[src/rtl/fetch_pkg.sv]
// Shared definitions for the fetch-stage sequencing controller:
// FSM encoding, drain counter width and default address constants.
package fetch_pkg;

    typedef enum logic [1:0] {
        BOOT    = 2'd0,
        RUN     = 2'd1,
        MEMWAIT = 2'd2,
        DRAIN   = 2'd3
    } fetch_state_e;

    localparam int          ADDR_W_DEF       = 32;
    localparam logic [31:0] RESET_VECTOR_DEF = 32'h0000_0000;
    localparam logic [31:0] INT_VECTOR_DEF   = 32'h0000_0010;
    localparam int          DRAIN_CNT_W      = 3;

endpackage

[src/rtl/fetch_drain_cnt.sv]
// Loadable down-counter for post-redirect bubbles; load wins over decrement.
// One-cycle update latency; decrement is held off while the caller is stalled.
module fetch_drain_cnt
    import fetch_pkg::*;
(
    input  logic                   clk_i,
    input  logic                   rst_n_i,
    input  logic                   load_i,
    input  logic [DRAIN_CNT_W-1:0] load_val_i,
    input  logic                   dec_i,
    output logic [DRAIN_CNT_W-1:0] cnt_o,
    output logic                   zero_o
);

    logic [DRAIN_CNT_W-1:0] cnt_q, cnt_d;

    always_comb begin
        cnt_d = cnt_q;
        if (load_i) begin
            cnt_d = load_val_i;
        end else if (dec_i && (cnt_q != '0)) begin
            cnt_d = cnt_q - 1'b1;
        end
    end

    always_ff @(posedge clk_i) begin
        if (!rst_n_i) begin
            cnt_q <= '0;
        end else begin
            cnt_q <= cnt_d;
        end
    end

    assign cnt_o  = cnt_q;
    assign zero_o = (cnt_q == '0);

endmodule

[src/rtl/fetch_ctrl.sv]
// Fetch-stage PC sequencing: zero-cycle redirect controls, drain bubbles, IFValid one cycle later.
// Optional FETCH_PERF_EN adds saturating stall/redirect counters.
module fetch_ctrl
    import fetch_pkg::*;
#(
    parameter int                ADDR_W       = ADDR_W_DEF,
    parameter logic [ADDR_W-1:0] RESET_VECTOR = ADDR_W'(RESET_VECTOR_DEF),
    parameter logic [ADDR_W-1:0] INT_VECTOR   = ADDR_W'(INT_VECTOR_DEF),
    parameter int                DRAIN_CYCLES = 2
) (
    input  logic              Clk,
    input  logic              Rst_n,
    input  logic              ExRedirect,
    input  logic [ADDR_W-1:0] ExTarget,
    input  logic              IntReq,
    output logic              IntAck,
    input  logic              PredTaken,
    input  logic              HazardStall,
    input  logic              ImemReady,
    output logic              ImemReq,
    output logic              FlushPipeandPC,
    output logic              PCStall,
    output logic              PCSource,
    output logic [ADDR_W-1:0] JmpAddr,
    output logic              IFValid,
    output logic [1:0]        FsmState
`ifdef FETCH_PERF_EN
    ,
    output logic [31:0]       StallCnt,
    output logic [31:0]       RedirectCnt
`endif
);

    localparam logic [DRAIN_CNT_W-1:0] DRAIN_LOAD = DRAIN_CNT_W'(DRAIN_CYCLES);

    fetch_state_e           state_q, state_d;
    logic [ADDR_W-1:0]      jmp_q;
    logic                   ifvalid_q;
    logic                   cnt_load, cnt_dec, cnt_zero;
    logic [DRAIN_CNT_W-1:0] cnt;
    logic                   drain_last;

    fetch_drain_cnt u_drain_cnt (
        .clk_i      (Clk),
        .rst_n_i    (Rst_n),
        .load_i     (cnt_load),
        .load_val_i (DRAIN_LOAD),
        .dec_i      (cnt_dec),
        .cnt_o      (cnt),
        .zero_o     (cnt_zero)
    );

    assign drain_last = (cnt == DRAIN_CNT_W'(1)) || cnt_zero;

    always_comb begin
        state_d        = state_q;
        FlushPipeandPC = 1'b0;
        PCStall        = 1'b0;
        PCSource       = 1'b0;
        JmpAddr        = jmp_q;
        ImemReq        = 1'b0;
        IntAck         = 1'b0;
        cnt_load       = 1'b0;
        cnt_dec        = 1'b0;
        unique case (state_q)
            BOOT: begin
                FlushPipeandPC = 1'b1;
                JmpAddr        = RESET_VECTOR;
                cnt_load       = 1'b1;
                state_d        = DRAIN;
            end
            RUN, MEMWAIT: begin
                ImemReq = 1'b1;
                if (IntReq) begin
                    // Interrupt beats a same-cycle execute redirect; the flush kills EX too.
                    FlushPipeandPC = 1'b1;
                    JmpAddr        = INT_VECTOR;
                    IntAck         = 1'b1;
                    ImemReq        = 1'b0;
                    cnt_load       = 1'b1;
                    state_d        = DRAIN;
                end else if (ExRedirect) begin
                    FlushPipeandPC = 1'b1;
                    JmpAddr        = ExTarget;
                    ImemReq        = 1'b0;
                    cnt_load       = 1'b1;
                    state_d        = DRAIN;
                end else if (HazardStall) begin
                    PCStall = 1'b1;
                end else if (!ImemReady) begin
                    PCStall = 1'b1;
                    state_d = MEMWAIT;
                end else begin
                    PCSource = PredTaken;
                    state_d  = RUN;
                end
            end
            DRAIN: begin
                ImemReq = 1'b1;
                // Mid-drain the execute-path flush outranks a pending interrupt.
                if (ExRedirect) begin
                    FlushPipeandPC = 1'b1;
                    JmpAddr        = ExTarget;
                    cnt_load       = 1'b1;
                end else if (IntReq) begin
                    FlushPipeandPC = 1'b1;
                    JmpAddr        = INT_VECTOR;
                    IntAck         = 1'b1;
                    cnt_load       = 1'b1;
                end else begin
                    PCStall = HazardStall || !ImemReady;
                    cnt_dec = !PCStall;
                    if (drain_last && ImemReady) begin
                        state_d = RUN;
                    end
                end
            end
        endcase
        if (!Rst_n) begin
            FlushPipeandPC = 1'b0;
            PCStall        = 1'b0;
            PCSource       = 1'b0;
            JmpAddr        = RESET_VECTOR;
            ImemReq        = 1'b0;
            IntAck         = 1'b0;
            cnt_load       = 1'b0;
            cnt_dec        = 1'b0;
        end
    end

    always_ff @(posedge Clk) begin
        if (!Rst_n) begin
            state_q   <= BOOT;
            jmp_q     <= RESET_VECTOR;
            ifvalid_q <= 1'b0;
        end else begin
            state_q   <= state_d;
            if (FlushPipeandPC) begin
                jmp_q <= JmpAddr;
            end
            ifvalid_q <= ((state_q == RUN) || (state_q == MEMWAIT)) && ImemReady
                         && !HazardStall && !FlushPipeandPC;
        end
    end

    assign IFValid  = ifvalid_q && Rst_n;
    assign FsmState = Rst_n ? state_q : 2'b00;

`ifdef FETCH_PERF_EN
    logic [31:0] stall_cnt_q, redir_cnt_q;

    always_ff @(posedge Clk) begin
        if (!Rst_n) begin
            stall_cnt_q <= '0;
            redir_cnt_q <= '0;
        end else begin
            if (PCStall && (stall_cnt_q != '1)) begin
                stall_cnt_q <= stall_cnt_q + 32'd1;
            end
            if (FlushPipeandPC && (state_q != BOOT) && (redir_cnt_q != '1)) begin
                redir_cnt_q <= redir_cnt_q + 32'd1;
            end
        end
    end

    assign StallCnt    = Rst_n ? stall_cnt_q : 32'd0;
    assign RedirectCnt = Rst_n ? redir_cnt_q : 32'd0;
`endif

endmodule

[config.mk]
export PLATFORM = sky130hd
export DESIGN_NAME = fetch_ctrl
export DESIGN_NICKNAME = d
export VERILOG_FILES = /design/src/rtl/fetch_pkg.sv /design/src/rtl/fetch_drain_cnt.sv /design/src/rtl/fetch_ctrl.sv
export SDC_FILE = /design/constraint.sdc
export NUM_CORES = 1
export LEC_CHECK = 0
export BUFFER_PORTS_ARGS = -buffer_cell sky130_fd_sc_hd__buf_4
export CORE_MARGIN = 5
export CORE_UTILIZATION = 49
export DETAILED_ROUTE_END_ITERATION = 8
export PLACE_DENSITY = 0.79
export SLEW_MARGIN = 20
export SYNTH_ARGS = -nofsm -noshare
export SYNTH_HDL_FRONTEND = slang
export SYNTH_SLANG_ARGS = --single-unit
[constraint.sdc]
create_clock -name Clk -period 2.11 [get_ports Clk]
set_input_delay 0.211 -clock Clk [delete_from_list [all_inputs] [get_ports Clk]]
set_output_delay 0.211 -clock Clk [all_outputs]
set_load 0.005 [all_outputs]
**Word-level counts from Yosys, hierarchy flattened**

Cells that the tools add are included.

- Add/subtract/negate cells: 1
- Equal/unequal tests: 8
- Mux-type cells: 48
- Bitwise logic cells: 1
- Reductions and logical operators: 20

Operators with widths:

| cell | number |
|---|---|
| 2-to-1 mux 32 bit | 5 |
| case mux 32 bit (3 select lines) | 1 |
| 2-to-1 mux 1 bit | 27 |
| 2-to-1 mux 2 bit | 10 |
| logical AND 1 bit | 6 |
| != test 2 bit (second input constant) | 3 |
| case mux 1 bit (2 select lines) | 3 |
| case mux 2 bit (3 select lines) | 1 |
| equality test 2 bit (second input constant) | 2 |
| logical NOT 1 bit | 4 |
| != test 4 bit (second input constant) | 1 |
| AND reduction 4 bit | 1 |
| OR reduction 2 bit | 2 |
| equality test 3 x 1 -> 1 bit (second input constant) | 1 |
| logical NOT 3 bit | 1 |
| logical OR 1 bit | 3 |
| case mux 1 bit (3 select lines) | 1 |
| nonzero test 3 bit | 1 |
| subtractor 3 x 1 -> 3 bit (second input constant) | 1 |
| equality test 2 x 1 -> 1 bit (second input constant) | 1 |
| logical NOT 2 bit | 1 |
| nonzero test 2 bit | 1 |
| NOT 1 bit | 1 |

- Register bits after elaboration: 38
- Input bits: 39
- Output and inout bits: 40
- Word-level logic and storage cells: 83

**Depth between registers and ports, before layout**

Gate-level depths: netlist of run 1.

- Depth in word-level cells: 10
- Depth in mapped cells: 7
- Depth with buffers taken out: 5

**Cells and area by module**

From an unflattened synthesis of run 1, not the netlist that was laid out.

- Cells, all modules: 251
- Area total of the unflattened synthesis: 2103.3 um2

Modules (own cells, without submodules):

| module | instances | cells an instance | area an instance (um2) | seq. area each (um2) |
|---|---|---|---|---|
| fetch_ctrl | 1 | 230 | 1918.1 | 700.7 |
| fetch_drain_cnt | 1 | 21 | 185.2 | 60.1 |

**Worst setup path after synthesis of run 1**

Ideal clock, no wire load.

- Kind: register -> output
- Start point: reg state_q[0]
- End point: out JmpAddr[0]
- Arrival time: 1691 ps
- Required time: 1899 ps
- Path slack: 208 ps
- Cell stages (with the launch flop): 8
- Buffers on the path: 2
- Cell sequence: dfxtp_1 > inv_1 > ha_1 > clkbuf_1 > nor2b_1 > o21bai_1 > clkbuf_1 > nor2_1

- Word-level cells in the longest chain between the ends: 4
- Elaborated cells between the ends (all ways): 7
- Those cells by class: eq/ne: 3; mux: 2; reduce/logical: 2

RTL lines:

| what | line | source |
|---|---|---|
| start, declared | fetch_ctrl.sv:36 | `fetch_state_e state_q, state_d;` |
| start signal, assigned | fetch_ctrl.sv:137 | `state_q <= state_d;` |
| equality test 2 x 1 -> 1 bit or equality test 2 bit (tied branches) | fetch_ctrl.sv:65 | `unique case (state_q)` |
| OR reduction 2 bit | fetch_ctrl.sv:65 |  |
| case mux 32 bit (3 select lines) * | fetch_ctrl.sv:65 |  |
| 2-to-1 mux 32 bit * | fetch_ctrl.sv:119 | `if (!Rst_n) begin` |
| end, declared | fetch_ctrl.sv:24 | `output logic [ADDR_W-1:0] JmpAddr,` |

Mark *: on every way between the ends. The rest lies on a longest branch, timed or not.

**Worst setup path after layout of run 1**

- Start point: reg state_q[0]
- End point: out JmpAddr[24]

The elaborated chain is that of the path after synthesis.

==> metrics, run 1 <==
outcome complete, no violations; initial standard-cell utilization of the core 50.2%; total wire length after detailed routing 5.59 mm; clock group share of total power 27.9%; Detail Placement HPWL 3.91 mm; setup TNS 0 ps; NetSw 0.000685 W; largest clock skew in the final design 2.45 ps; top post-synthesis cells by area sky130_fd_sc_hd__dfxtp_1, sky130_fd_sc_hd__nor3b_1, sky130_fd_sc_hd__o31ai_1; post-synth top area cell sky130_fd_sc_hd__dfxtp_1; minimum setup slack after placement 152 ps; clock period minus worst slack 2000 ps; Post-CTS Setup Inserts 0; post-route insts no fill 403; Die Footprint 5860 um^2; most common flop cell mapped by yosys sky130_fd_sc_hd__dfxtp_1; Synth Instances 283; drt initial violations 124; maximum VDD drop 0.479 mV; number of buffers inserted by hold repair at cts 0; most utilized layer in the global route result met2; sequential cell fraction of total power 35.9%; flip-flop and latch count after synthesis 38; Post-Place Cells 395; wire length per cell after detailed routing 13.9 um; cell area power density 733 nW/um^2; worst setup slack for register-to-register paths 390 ps; async set-or-reset flop fraction in the synthesized netlist 0%; capture endpoint of the worst hold path ifvalid_q$_SDFF_PN0_; fraction of synthesized cell area taken by the top area cell type 35.1%; setup violators final 0; instance count along the most critical hold path 2; cell internal pwr 0.00148 W; Max-cap violations 0; clock latency on the worst-skew pair 290 ps; worst path required time 1900 ps; R2R Path Start state_q[1]$_SDFFE_PN0P_; remaining antenna violation count 0; met2 layer usage reported by global route 32.6%; Seq/Total Area, Yosys 35.1%; Remaining Overflow, GRT 0; Clock Root Buffer sky130_fd_sc_hd__clkbuf_8; Synth Area per Inst 7.67 um^2; Num CTS Buffers 5; cell with the most instances after synthesis sky130_fd_sc_hd__dfxtp_1; number of optimization iterations in the first detailed-route pass 4; post-route fraction of the period consumed by the critical path 95.0%; class of the tightest hold or removal check input port to register; overall die width 76.5 um; Post-Synthesis Net Count 327; post-detailed-route via-to-cell ratio 5.55; Critical Path Source Type register; clock tree sinks 38; switching portion of total power 31.6%; depth of the most critical reg-to-reg path 4; # diodes 0; fmax 0.499 GHz; fraction of final layout cells sized beyond drive strength 1 29.3%; slew of the pin with the lowest slew margin 467 ps; total count of max-transition violations in the final report 0; Hold Violations, Final 0; worst hold path startpoint HazardStall; via count of the first global-routing pass 2,151; Die Y-Extent 76.5 um; site row count 24; Worst Setup End Kind output pin; initial antenna violation count 0; Setup CP Type register to output pin; layout net count 394; first-pass GRT wire length 9.36 mm; synthesis-to-layout area growth 36.5%; io pins 79; count of distinct cell types in the synthesized netlist 35; standby leakage power 1.17 nW; data arrival at the endpoint of the critical path 1790 ps; via count of the routed design 2,235; worst flop-to-flop path endpoint u_drain_cnt.cnt_o[1]$_SDFFE_PN0P_; htree depth 2; TritonCTS clock tree built; area of the core 4320 um^2; top cells by instance count after synthesis sky130_fd_sc_hd__dfxtp_1, sky130_fd_sc_hd__a21oi_1, sky130_fd_sc_hd__nor2_1; combinational share of power 36.2%; DRC violations left 0; number of buffers added on ports 78; RSZ-0062 raised after global routing false; met1 usage 21.3%; post-synthesis cell area 2170 um^2; worst path setup slack after routing 106 ps; final weighted congestion in routability-driven placement 0.801; pin count of the biggest net entering global routing 36; count of synthesis-stage warnings from yosys 0; number of enable-type register cells in the synthesized netlist 0; overall global routing resource usage 18.7%; CP Max Fanout 33; clock-pin transition on the worst setup and hold timing paths 70 ps; met3 global-route usage 6.62%; Slew headroom 68.1%; Bufs on Longest Clock Path 2
-- kinds of logic (layout without fill, tap and decap cells) --
kind of cell    count (synthesis)  in the layout  share of synthesized area, %
fa+ha+maj                       5              5                          2.88
compound gates                 81             81                          25.1
flops                          38             38                          35.1
buf+inv                        37            105                          6.98
simple gates                  122            122                          29.9
-- cell usage in the layout (no fill, tap or decap), types with 4 or more instances in the layout --
cell                       instances
sky130_fd_sc_hd__a21oi_1          35
sky130_fd_sc_hd__buf_4            85
sky130_fd_sc_hd__clkbuf_8          5
sky130_fd_sc_hd__dfxtp_1          38
sky130_fd_sc_hd__ha_1              4
sky130_fd_sc_hd__inv_1             9
sky130_fd_sc_hd__nand2_1          34
sky130_fd_sc_hd__nand2b_1          4
sky130_fd_sc_hd__nor2_1           33
sky130_fd_sc_hd__nor3b_1          33
sky130_fd_sc_hd__o31ai_1          33
-- metrics by stage --
step	instance area, um^2	total power [W]	util (%)	hold WS, ps
after global placement	2820	0.00151	65.3	425
after detailed placement	2820	0.00152	65.3	428
after global routing	2960	0.00230	68.5	120
after CTS	2940	0.00215	68.0	118
after floorplan	2170	0.00122	-	290
final	2960	0.00217	68.5	130
-- repair_timing --
action	CTS	global route
endpoints found under the setup margin	24	31
resized for setup	4	4
pin swaps	0	0
-- critical path, cell delays in order, from the launching register on --
cell and delay [ps]:
sky130_fd_sc_hd__dfxtp_1 340, sky130_fd_sc_hd__inv_1 110, sky130_fd_sc_hd__ha_4 290, sky130_fd_sc_hd__nor2b_2 170, sky130_fd_sc_hd__o21bai_4 190, sky130_fd_sc_hd__buf_12 210, sky130_fd_sc_hd__nor2_1 70, sky130_fd_sc_hd__buf_4 130
-- power by group through the flow --
stage	Clock (W)	Combinational (W)	Sequential (W)
after floorplan	0	0.000425	0.000792
after global placement	0	0.000720	0.000794
after CTS	0.000616	0.000750	0.000780
after global routing	0.000651	0.000858	0.000787
after detailed placement	0	0.000727	0.000797
final	0.000604	0.000786	0.000780
-- final cells by class --
type,count,area [um^2]
clock buffer,7,76.3
clock inverter,1,30.0
fill,372,1360
inverter,9,33.8
multi-input combinational,208,1300
sequential,38,761
tap,52,65.1
timing repair buffer,88,698
-- registers in the layout, summed over array words and instances, names as in the netlist --
name,count
ifvalid_q,1
jmp_q,32
state_q,2
u_drain_cnt.cnt_o,3
-- per-layer routing --
layer,part of all wire [%],wire [um]
met5,0,0
met4,0.93,52
met3,7.9,444
met2,49,2730
met1,42,2370
-- worst max-delay path by stage --
stage,start,to,slack [ps],cells past startpoint
floorplan,state_q[0]$_SDFFE_PN0P_,JmpAddr[0],210,7
global placement,state_q[0]$_SDFFE_PN0P_,JmpAddr[9],200,7
finish,state_q[0]$_SDFFE_PN0P_,JmpAddr[24],110,7
global route,state_q[0]$_SDFFE_PN0P_,JmpAddr[26],9,7
CTS,state_q[0]$_SDFFE_PN0P_,JmpAddr[21],3,7
detailed placement,state_q[0]$_SDFFE_PN0P_,JmpAddr[11],150,7
Note: power is estimated with default switching activity, not from simulation.
==> run 2: changes to the inputs <==
--- a/config.mk
+++ b/config.mk
@@ -10,6 +10,7 @@
 export CORE_UTILIZATION = 49
 export DETAILED_ROUTE_END_ITERATION = 8
 export PLACE_DENSITY = 0.79
+export RECOVER_POWER = 100
 export SLEW_MARGIN = 20
 export SYNTH_ARGS = -nofsm -noshare
 export SYNTH_HDL_FRONTEND = slang
==> run 2 against run 1 <==
Die area unchanged; clock-buffer cell count unchanged; hold slack improved by 1.4 ps; final cell count unchanged; combinational power decreased by 4.5%; setup slack improved by 2.7 ps; sequential power about the same; first-iteration DRC count decreased by 2.4%; fmax increased by 0.14%; register-to-register slack got worse by 190 ps; non-clock buffer count unchanged.
==> metrics, run 2 (same netlist as run 1, synthesis figures left out) <==
CP Max Fanout 29; depth of the most critical reg-to-reg path 6; clock latency on the worst-skew pair 290 ps; Worst Setup End Kind output pin; Post-CTS Setup Inserts 0; wire length per cell after detailed routing 13.9 um; R2R Path Start state_q[0]$_SDFFE_PN0P_; Critical Path Source Type register; RSZ-0062 raised after global routing false; Bufs on Longest Clock Path 2; clock-pin transition on the worst setup and hold timing paths 70 ps; largest clock skew in the final design 4.12 ps; total wire length after detailed routing 5.60 mm; clock tree sinks 38; number of optimization iterations in the first detailed-route pass 4; # diodes 0; total count of max-transition violations in the final report 0; fraction of final layout cells sized beyond drive strength 1 27.9%; htree depth 2; post-route fraction of the period consumed by the critical path 94.9%; final weighted congestion in routability-driven placement 0.801; number of buffers inserted by hold repair at cts 0; final hold slack 131 ps; Remaining Overflow, GRT 0; cell area power density 728 nW/um^2; worst path setup slack after routing 109 ps; post-detailed-route via-to-cell ratio 5.56; fmax 0.500 GHz; clock period minus worst slack 2000 ps; maximum VDD drop 0.445 mV; Largest register FFs 32; class of the tightest hold or removal check input port to register; instance count along the most critical hold path 2; initial standard-cell utilization of the core 50.2%; worst hold path startpoint HazardStall; most common cell after layout, fill and taps aside sky130_fd_sc_hd__buf_4; overall die width 76.5 um; TritonCTS clock tree built; slowest stage cell on the critical path sky130_fd_sc_hd__dfxtp_1; overall global routing resource usage 18.7%; Hold Violations, Final 0; setup violators final 0; delay of the slowest cell on the worst path 340 ps; Num CTS Buffers 5; via count of the routed design 2,240; worst path required time 1900 ps; worst setup slack for register-to-register paths 200 ps; Slew headroom 62.6%; DRC violations left 0; slew of the pin with the lowest slew margin 561 ps; initial antenna violation count 0; layout net count 394; fill cell count 383; pin count of the biggest net entering global routing 36; via count of the first global-routing pass 2,151; standby leakage power 1.14 nW; largest reg by FF count jmp_q; drt initial violations 121; setup TNS 0 ps; CP Cell Sequence inv_1 -> ha_4 -> nor2b_2 -> o21bai_4 -> buf_12 -> nor2_2 -> clkbuf_4; outcome complete, no violations; first-pass GRT wire length 9.36 mm; data arrival at the endpoint of the critical path 1790 ps; Die Y-Extent 76.5 um; site row count 24; capture endpoint of the worst hold path ifvalid_q$_SDFF_PN0_; Overall Power 0.00213 W; io pins 79; remaining antenna violation count 0; Setup CP Type register to output pin; worst flop-to-flop path endpoint jmp_q[14]$_SDFFE_PN0P_; minimum setup slack after placement 152 ps; number of buffers added on ports 78; most used cells in the layout excluding fill and tap cells sky130_fd_sc_hd__buf_4, sky130_fd_sc_hd__dfxtp_1, sky130_fd_sc_hd__a21oi_1; Detail Placement HPWL 3.91 mm; final core occ 67.8%; area of the core 4320 um^2; synthesis-to-layout area growth 35.1%; Die Footprint 5860 um^2; Max-cap violations 0; Clock Root Buffer sky130_fd_sc_hd__clkbuf_8
==> run 2: how the worst max path moves through the flow <==
stage / startpoint / end / slack (ps)
3_5_place_dp: state_q[0]$_SDFFE_PN0P_ / JmpAddr[11] / 150
3_3_place_gp: state_q[0]$_SDFFE_PN0P_ / JmpAddr[9] / 200
4_1_cts: state_q[0]$_SDFFE_PN0P_ / JmpAddr[21] / 3
2_1_floorplan: state_q[0]$_SDFFE_PN0P_ / JmpAddr[0] / 210
5_1_grt: state_q[0]$_SDFFE_PN0P_ / JmpAddr[19] / 7
6_report: state_q[0]$_SDFFE_PN0P_ / JmpAddr[21] / 110
==> run 2: cell type report <==
class	instances	area, um^2	area share [%]
Multi-Input combinational cell	208	1280	43.7
Sequential cell	38	761	26.0
Timing Repair Buffer	88	684	23.4
Clock buffer	7	76.3	2.60
Tap cell	52	65.1	2.22
Inverter	9	33.8	1.15
Clock inverter	1	30.0	1.02
==> run 2: what timing repair did <==
action | 4_1_cts | 5_1_grt
resized for setup | 4 | 4
setup endpoints to repair | 24 | 31
cloned | 0 | 0
pin swaps | 0 | 0
==> run 2: per-stage QoR <==
| step | cells | area, um^2 |
|---|---|---|
| after floorplan | 283 | 2170 |
| after global placement | 395 | 2820 |
| after CTS | 403 | 2940 |
| after detailed placement | 395 | 2820 |
| after global routing | 403 | 2930 |
| final | 403 | 2930 |
==> run 2: critical path: cells and delay by family, from the launching register on <==
| family | cells | cell delay (ps) |
|---|---|---|
| buf+inv | 3 | 420 |
| flops | 1 | 340 |
| fa+ha+maj | 1 | 320 |
| simple gates | 2 | 310 |
| compound gates | 1 | 90 |
==> run 2: routing by layer <==
metal / GRT usage (%) / part of all wire, % / wire, um
met1: 21.3 / 43 / 2390
met2: 32.6 / 49 / 2740
met3: 6.62 / 7.4 / 415
met4: 5.24 / 0.93 / 52
met5: 0 / 0 / 0
==> run 2: power by group <==
group | total, W | switching, W | leakage [nW] | internal [W]
Clock | 0.000602 | 0.000248 | 0.0524 | 0.000354
Sequential | 0.000780 | 0.0000198 | 0.308 | 0.000760
Combinational | 0.000751 | 0.000404 | 0.776 | 0.000347
Total | 0.00213 | 0.000672 | 1.14 | 0.00146
